`src/rtl/io_fsm_multi.sv`:
```
// Host-bus front-end for NUM_CH decompressors: lane split, round-robin word steering,
// per-channel object counting and the IDLE/DECOMP/CALC/DONE command sequencer.
// The host strobe and command qualifier are named intr / proc_sel because int and process are reserved words.
module io_fsm_multi #(
  parameter int NUM_CH  = 4,
  parameter int LANE_W  = 8,
  parameter int OBJ_CNT = 2,
  parameter int CNT_W   = 2
) (
  input  logic                     clk,
  input  logic                     reset,
  input  logic                     intr,
  input  logic                     proc_sel,
  input  logic                     data_valid,
  input  logic [NUM_CH*LANE_W-1:0] data,
  input  logic                     eob,
  input  logic                     ready,
  output logic [NUM_CH*LANE_W-1:0] lane_data,
  output logic [NUM_CH-1:0]        lane_valid,
  output logic [NUM_CH-1:0]        start,
  output logic [NUM_CH-1:0]        finish,
  output logic                     next,
  output logic                     all_done,
  output logic                     done,
  output logic [1:0]               state
);

  typedef enum logic [1:0] {
    S_IDLE   = 2'b00,
    S_DECOMP = 2'b01,
    S_CALC   = 2'b10,
    S_DONE   = 2'b11
  } state_t;

  localparam logic [CNT_W-1:0] LAST_PTR = CNT_W'(NUM_CH - 1);
  localparam logic [CNT_W-1:0] OBJ_LIM  = CNT_W'(OBJ_CNT);

  state_t            state_q, state_d;
  logic [CNT_W-1:0]  ptr_q, ptr_d;
  logic [CNT_W-1:0]  cnt_q [NUM_CH];
  logic [CNT_W-1:0]  cnt_d [NUM_CH];
  logic [CNT_W-1:0]  cnt_inc;
  logic [NUM_CH-1:0] finish_d, lane_valid_d, start_d;
  logic              next_d, done_d;

  // Lane i is simply the i-th LANE_W slice of the bus word.
  assign lane_data = data;
  assign all_done  = &finish;
  assign state     = state_q;

  always_comb begin
    state_d      = state_q;
    ptr_d        = ptr_q;
    cnt_d        = cnt_q;
    finish_d     = finish;
    lane_valid_d = '0;
    start_d      = '0;
    next_d       = 1'b0;
    done_d       = 1'b0;
    cnt_inc      = cnt_q[ptr_q] + CNT_W'(1);

    case (state_q)
      S_IDLE: begin
        if (intr && !proc_sel) begin
          state_d  = S_DECOMP;
          ptr_d    = '0;
          finish_d = '0;
          start_d  = '1;
          for (int i = 0; i < NUM_CH; i++) cnt_d[i] = '0;
        end
      end

      S_DECOMP: begin
        if (data_valid) begin
          next_d = 1'b1;
          // Words aimed at a finished channel are consumed but never delivered or counted.
          if (!finish[ptr_q]) begin
            lane_valid_d[ptr_q] = 1'b1;
            if (eob) begin
              cnt_d[ptr_q] = cnt_inc;
              if (cnt_inc == OBJ_LIM) finish_d[ptr_q] = 1'b1;
            end
          end
          if (ptr_q == LAST_PTR) begin
            ptr_d   = '0;
            start_d = ~finish_d;
          end else begin
            ptr_d = ptr_q + CNT_W'(1);
          end
        end
        if (intr && proc_sel) state_d = S_CALC;
      end

      S_CALC: begin
        if (ready) begin
          state_d = S_DONE;
          done_d  = 1'b1;
        end
      end

      default: state_d = S_IDLE;
    endcase
  end

  always_ff @(posedge clk or negedge reset) begin
    if (!reset) begin
      state_q    <= S_IDLE;
      ptr_q      <= '0;
      finish     <= '0;
      lane_valid <= '0;
      start      <= '0;
      next       <= 1'b0;
      done       <= 1'b0;
      for (int i = 0; i < NUM_CH; i++) cnt_q[i] <= '0;
    end else begin
      state_q    <= state_d;
      ptr_q      <= ptr_d;
      finish     <= finish_d;
      lane_valid <= lane_valid_d;
      start      <= start_d;
      next       <= next_d;
      done       <= done_d;
      for (int i = 0; i < NUM_CH; i++) cnt_q[i] <= cnt_d[i];
    end
  end

endmodule
```
`config.mk`:
```
export PLATFORM = sky130hd
export DESIGN_NAME = io_fsm_multi
export DESIGN_NICKNAME = d
export VERILOG_FILES = /design/src/rtl/io_fsm_multi.sv
export SDC_FILE = /design/constraint.sdc
export NUM_CORES = 1
export LEC_CHECK = 0
export ABC_AREA = 1
export BUFFER_PORTS_ARGS = -buffer_cell sky130_fd_sc_hd__buf_4
export CORE_MARGIN = 2
export CORE_UTILIZATION = 49
export CTS_CLUSTER_DIAMETER = 100
export CTS_CLUSTER_SIZE = 40
export DETAILED_ROUTE_END_ITERATION = 8
export HOLD_SLACK_MARGIN = 0.03
export PLACE_DENSITY = 0.86
export SYNTH_ARGS = -nofsm -noshare
export SYNTH_HDL_FRONTEND = slang
export SYNTH_SLANG_ARGS = --single-unit
```
`constraint.sdc`:
```
create_clock -name clk -period 2.89 [get_ports clk]
set_clock_uncertainty 0.15 [all_clocks]
set_input_delay 0 -clock clk [delete_from_list [all_inputs] [get_ports clk]]
set_output_delay 0 -clock clk [all_outputs]
set_load 0.05 [all_outputs]
```
==> impl_metrics.py, run 1 <==
metrics = {
    "status": {
        "status": "finished clean",
    },
    "routing": {
        "routed_via_density": 5.17,
        "drt_pass1_iterations": 5,
        "wl_per_cell_um": 13.4,
        "vias": 1504,
        "detail-route-antenna-nets": 0,
        "drcViolationCount": 0,
        "routed_wl_um": 3890,
        "initialDrtViolationCount": 102,
    },
    "timing": {
        "setup_violations": 0,
        "fin_crit_sh": 0.862,
        "period_needed_ns": 2.49,
        "whs_ns": 0.274,
        "final_hold_viol_count": 0,
        "finalWorstSetupSlack_ns": 0.400,
        "relSlewSlack": 0.627,
        "fmax_mhz": 402,
        "rsz0062_at_grt": "no",
        "tightest_slew_ns": 0.560,
        "drv_slew": 0,
        "final.setup.tns_ns": 0,
    },
    "synth": {
        "synth.area.top_cells": "dfrtp_1 (39%), buf_4 (14%), nand2_1 (11%)",
        "synthFlopType": "dfrtp_1",
        "yosys_warnings": 0,
        "yosys_register_bits": 26,
        "yosysMostFrequentCell": "nand2_1",
        "synth_cells": 211,
        "yosysTopAreaCell": "dfrtp_1",
        "synth_nets": 260,
        "syn_area_per_cell_um2": 7.99,
        "synth-edff-count": 0,
        "synth_common_cells": "nand2_1 (48), buf_4 (32), inv_1 (29)",
        "ys_async_sr_fraction": 1.00,
        "seq_area_frac_synth": 0.386,
        "yosys.cell_types.count": 21,
        "synth_top_area_share": 0.386,
        "synth_area_mm2": 0.00169,
    },
    "final_layout": {
        "antenna_cells": 0,
        "nFillCells": 267,
        "post-route-util": 0.638,
        "layout.cells.non_filler": 291,
        "nets": 296,
        "drive_gt1_frac": 0.155,
        "area_growth_pct": 25.3,
        "final_area_mm2": 0.00211,
    },
    "power": {
        "ir_drop_uv": 395,
        "p_leak_nw": 1.12,
        "power_mw": 1.47,
        "p_per_area_mw_per_mm2": 698,
    },
    "critical_path": {
        "end_kind": "flop",
        "arrival_ns": 2.62,
        "path_class": "reg -> reg",
        "critPathRequiredTime_ns": 3.02,
        "worstSetupStartpointType": "flop",
        "critPathMaxFanout": 15,
    },
    "clocking": {
        "clkSinkCount": 26,
        "clk_pin_slew_ns": 0.15,
        "cts_tree": "yes",
        "numCtsBuffers": 3,
        "root_buffer": "clkbuf_4",
        "clk_latency_ns": 0.33,
        "htree_levels": 1,
        "clockBufferDepth": 2,
    },
    "die": {
        "dieArea_mm2": 0.00392,
        "start_util": 0.509,
        "io_pins": 88,
        "chipWidth_um": 62.6,
        "die_y_um": 62.6,
        "core-area_mm2": 0.00331,
        "rows": 21,
    },
    "place": {
        "preCtsSetupSlack_ns": 0.712,
        "port_buffers": 23,
        "gp_congestion": 0.874,
        "place_inst": 246,
        "dpl-instance-area_mm2": 0.00166,
        "hpwlAfterDp_um": 2560,
    },
    "global_route": {
        "grt_use_total": 0.201,
        "grt_pass1_vias": 1395,
        "grt_max_degree": 27,
        "gr-total-overflow": 0,
        "grt_pass1_wl_um": 6330,
        "antenna_found_initial": 0,
    },
    "worst_hold_path": {
        "hp-class": "in -> reg",
    },
    "run": {
        "drv_cap": 0,
    },
}
[state kept, by name (all words and copies together) (netlist names)]
| register | count |
|---|---|
| cnt_q | 8 |
| done | 1 |
| finish | 4 |
| lane_valid | 4 |
| next | 1 |
| ptr_q | 2 |
| start | 4 |
| state | 2 |
[what timing repair did]
item	CTS	global route
hold endpoints to repair	82	0
buffers inserted	0	0
gates resized for setup	0	0
hold buffers	42	0
[worst paths after layout]
| kind | cells after the start | startpoint | slack (ns) | endpoint |
|---|---|---|---|---|
| max | 7 | state[1] | 0.40 | start[1] |
| min | 4 | ready | 0.27 | done |
| max reg2reg | 7 | state[1] | 0.40 | start[1] |
| min reg2reg | 2 | cnt_q[3] | 0.35 | cnt_q[3] |
| max in group asynchronous | 4 | reset | 1.89 | cnt_q[6] |
| min in group asynchronous | 4 | reset | 0.53 | state[0] |
[kinds of logic after synthesis]
family                   count (synthesis)  share of synthesized area
buffers and inverters                   65                      0.221
AO/OA/AOI/OAI                           14                     0.0460
AND/OR/NAND/NOR                         96                      0.272
adder cells (fa/ha/maj)                 10                     0.0742
flip-flops                              26                      0.386
[critical path, stage by stage, from the launching register on]
cell and delay (ns):
dfrtp_1 0.44, inv_1 0.11, ha_1 0.52, nand2_1 0.18, nor2_1 0.28, nand3_1 0.14
nand2_1 0.08, dlygate4sd3_1 0.54
[routing by layer]
| metal | global-route usage | wire length (um) |
|---|---|---|
| met5 | 0 | 0 |
| met4 | 0.0833 | 73 |
| met3 | 0.0288 | 412 |
| met2 | 0.345 | 1950 |
| met1 | 0.252 | 1460 |
[where the power goes]
part           internal (mW)  switching (mW)  total (mW)  leakage, nW
logic                  0.249           0.598       0.847        0.754
registers              0.420          0.0530       0.473        0.355
clock network         0.0488           0.106       0.155       0.0138
[area by class of cell]
cell class | count | area [um2] | share of cell area
flip-flops and latches | 26 | 651 | 0.308
well taps | 46 | 57.6 | 0.0273
clock buffers | 3 | 22.5 | 0.0107
multi-input cells | 120 | 662 | 0.313
repair buffers | 65 | 603 | 0.286
inverters | 31 | 116 | 0.0551
[layout by cell type (no fill, tap or decap)]
cell type      count
buf_4             23
o31ai_1            1
inv_2              2
nand2_1           48
or2_2              1
a21oi_1            8
nand4_1           15
ha_1              10
buf_12             1
nor2_1            12
nand3_2            2
nor4_1             1
clkbuf_4           3
dfrtp_1           26
nand3_1           11
a32o_1             1
nand2_4            2
dlygate4sd3_1     41
nor2_4             1
nand2_2            3
inv_1             29
o21ai_0            4
(Power assumes the default switching activity.)
==> run 2, diff against run 1 <==
Settings changed: GPL_TIMING_DRIVEN set to 0, SLEW_MARGIN set to 15.
==> impl_metrics.py, run 2 (synthesis gave the netlist of run 1 again) <==
metrics = {
    "die": {
        "dieArea_mm2": 0.00392,
        "chipWidth_um": 62.6,
        "io_pins": 88,
        "die_y_um": 62.6,
        "start_util": 0.509,
        "rows": 21,
        "core-area_mm2": 0.00331,
    },
    "timing": {
        "final_hold_viol_count": 0,
        "rsz0062_at_grt": "no",
        "fmax_mhz": 406,
        "setup_violations": 0,
        "relSlewSlack": 0.705,
        "fin_crit_sh": 0.853,
        "period_needed_ns": 2.47,
        "drv_slew": 0,
        "tightest_slew_ns": 0.443,
        "final.setup.tns_ns": 0,
    },
    "critical_path": {
        "critPathMaxFanout": 10,
        "crit_buf_inv": 3,
        "path_class": "reg -> reg",
        "critPathRequiredTime_ns": 3.02,
        "crit_family": "buffers and inverters",
        "arrival_ns": 2.60,
        "cp_cell_sequence": "inv_2 > nand2_1 > nand3_1 > nand2_1 > inv_1 > ha_1 > nand4_1 > nand3_1 > nand2_1 > dlygate4sd3_1",
        "cpPeakStageDelay_ns": 0.61,
        "cpMaxStageDelayCell": "dfrtp_1",
        "cp_common_cell": "nand2_1",
        "worstSetupStartpointType": "flop",
        "end_kind": "flop",
    },
    "clocking": {
        "numCtsBuffers": 3,
        "clkSinkCount": 26,
        "clk_latency_ns": 0.33,
        "clk_pin_slew_ns": 0.14,
        "clockBufferDepth": 2,
        "htree_levels": 1,
        "root_buffer": "clkbuf_4",
        "cts_setup_buffers": 0,
        "cts_tree": "yes",
    },
    "place": {
        "dpl-instance-area_mm2": 0.00216,
        "hpwlAfterDp_um": 2930,
        "port_buffers": 55,
        "gp_congestion": 0.922,
    },
    "global_route": {
        "grt_max_degree": 27,
        "grt_use_total": 0.216,
        "grt_pass1_wl_um": 6780,
        "grt_pass1_vias": 1541,
        "antenna_found_initial": 0,
        "gr-total-overflow": 0,
    },
    "final_layout": {
        "area_growth_pct": 35.8,
        "layout_commonest_cell": "buf_4",
        "drive_gt1_frac": 0.373,
        "largest_reg_flops": 8,
        "top_register": "cnt_q",
        "nets": 330,
        "antenna_cells": 0,
        "mostFrequentLayoutCells": "buf_4 (87), nand2_1 (48), inv_1 (29), dfrtp_1 (26), nand4_1 (15)",
        "final_area_mm2": 0.00229,
    },
    "routing": {
        "initialDrtViolationCount": 73,
        "vias": 1589,
        "routed_wl_um": 4060,
        "wl_per_cell_um": 12.5,
        "drt_pass1_iterations": 4,
        "drcViolationCount": 0,
        "routed_via_density": 4.89,
        "detail-route-antenna-nets": 0,
    },
    "power": {
        "p_per_area_mw_per_mm2": 675,
        "ir_drop_uv": 389,
        "p_leak_nw": 1.31,
        "power_mw": 1.54,
    },
    "status": {
        "status": "finished clean",
    },
    "run": {
        "drv_cap": 0,
    },
    "worst_hold_path": {
        "hp-class": "in -> out",
    },
}
## run 2: cell count changes in the layout (fill, tap and decap cells not counted)
cell           change
buf_4             +64
buf_2              +1
dlygate4sd3_1     -32
buf_6              +1
## run 2: final timing paths
path,from,to,slack (ns),cells past startpoint
setup / recovery,ptr_q[0],start[1],0.42,10
hold / removal,data[24],lane_data[24],0.10,2
setup reg to reg,ptr_q[0],start[1],0.42,10
hold reg to reg,cnt_q[4],cnt_q[4],0.34,2
max in group asynchronous,reset,cnt_q[0],1.91,4
min in group asynchronous,reset,state[0],0.51,4
## run 2: cell type report
cell class              instances  area [um2]
plain buffers                  34         256
clock buffers                   3        22.5
fillers                       275        1020
inverters                      31         116
multi-input cells             120         662
flip-flops and latches         26         651
well taps                      46        57.6
repair buffers                 65         523
## run 2: what timing repair did
action | 4_1_cts | 5_1_grt
endpoints found under the hold margin | 50 | 0
hold buffers | 10 | 0
resized for setup | 0 | 0
## run 2: stage by stage
stage	setup slack (ns)	instances	hold WS (ns)	utilization
2_1_floorplan	0.385	211	-0.446	-
3_3_place_gp	0.980	312	-0.233	0.651
3_5_place_dp	0.913	312	-0.228	0.651
4_1_cts	0.447	325	0.105	0.691
5_1_grt	0.272	325	0.106	0.691
6_report	0.425	325	0.104	0.691
## run 2: power by group
part / leakage (nW) / internal [mW] / switching, mW
Sequential: 0.355 / 0.420 / 0.0556
Combinational: 0.939 / 0.296 / 0.620
Clock: 0.0138 / 0.0489 / 0.104
## run 2: per-layer routing
| layer | track usage | part of all wire | vias up |
|---|---|---|---|
| li1 | - | - | 776 |
| met1 | 0.266 | 0.40 | 719 |
| met2 | 0.380 | 0.50 | 82 |
| met3 | 0.0270 | 0.069 | 12 |
| met4 | 0.0889 | 0.024 | 0 |
| met5 | 0 | 0 | - |
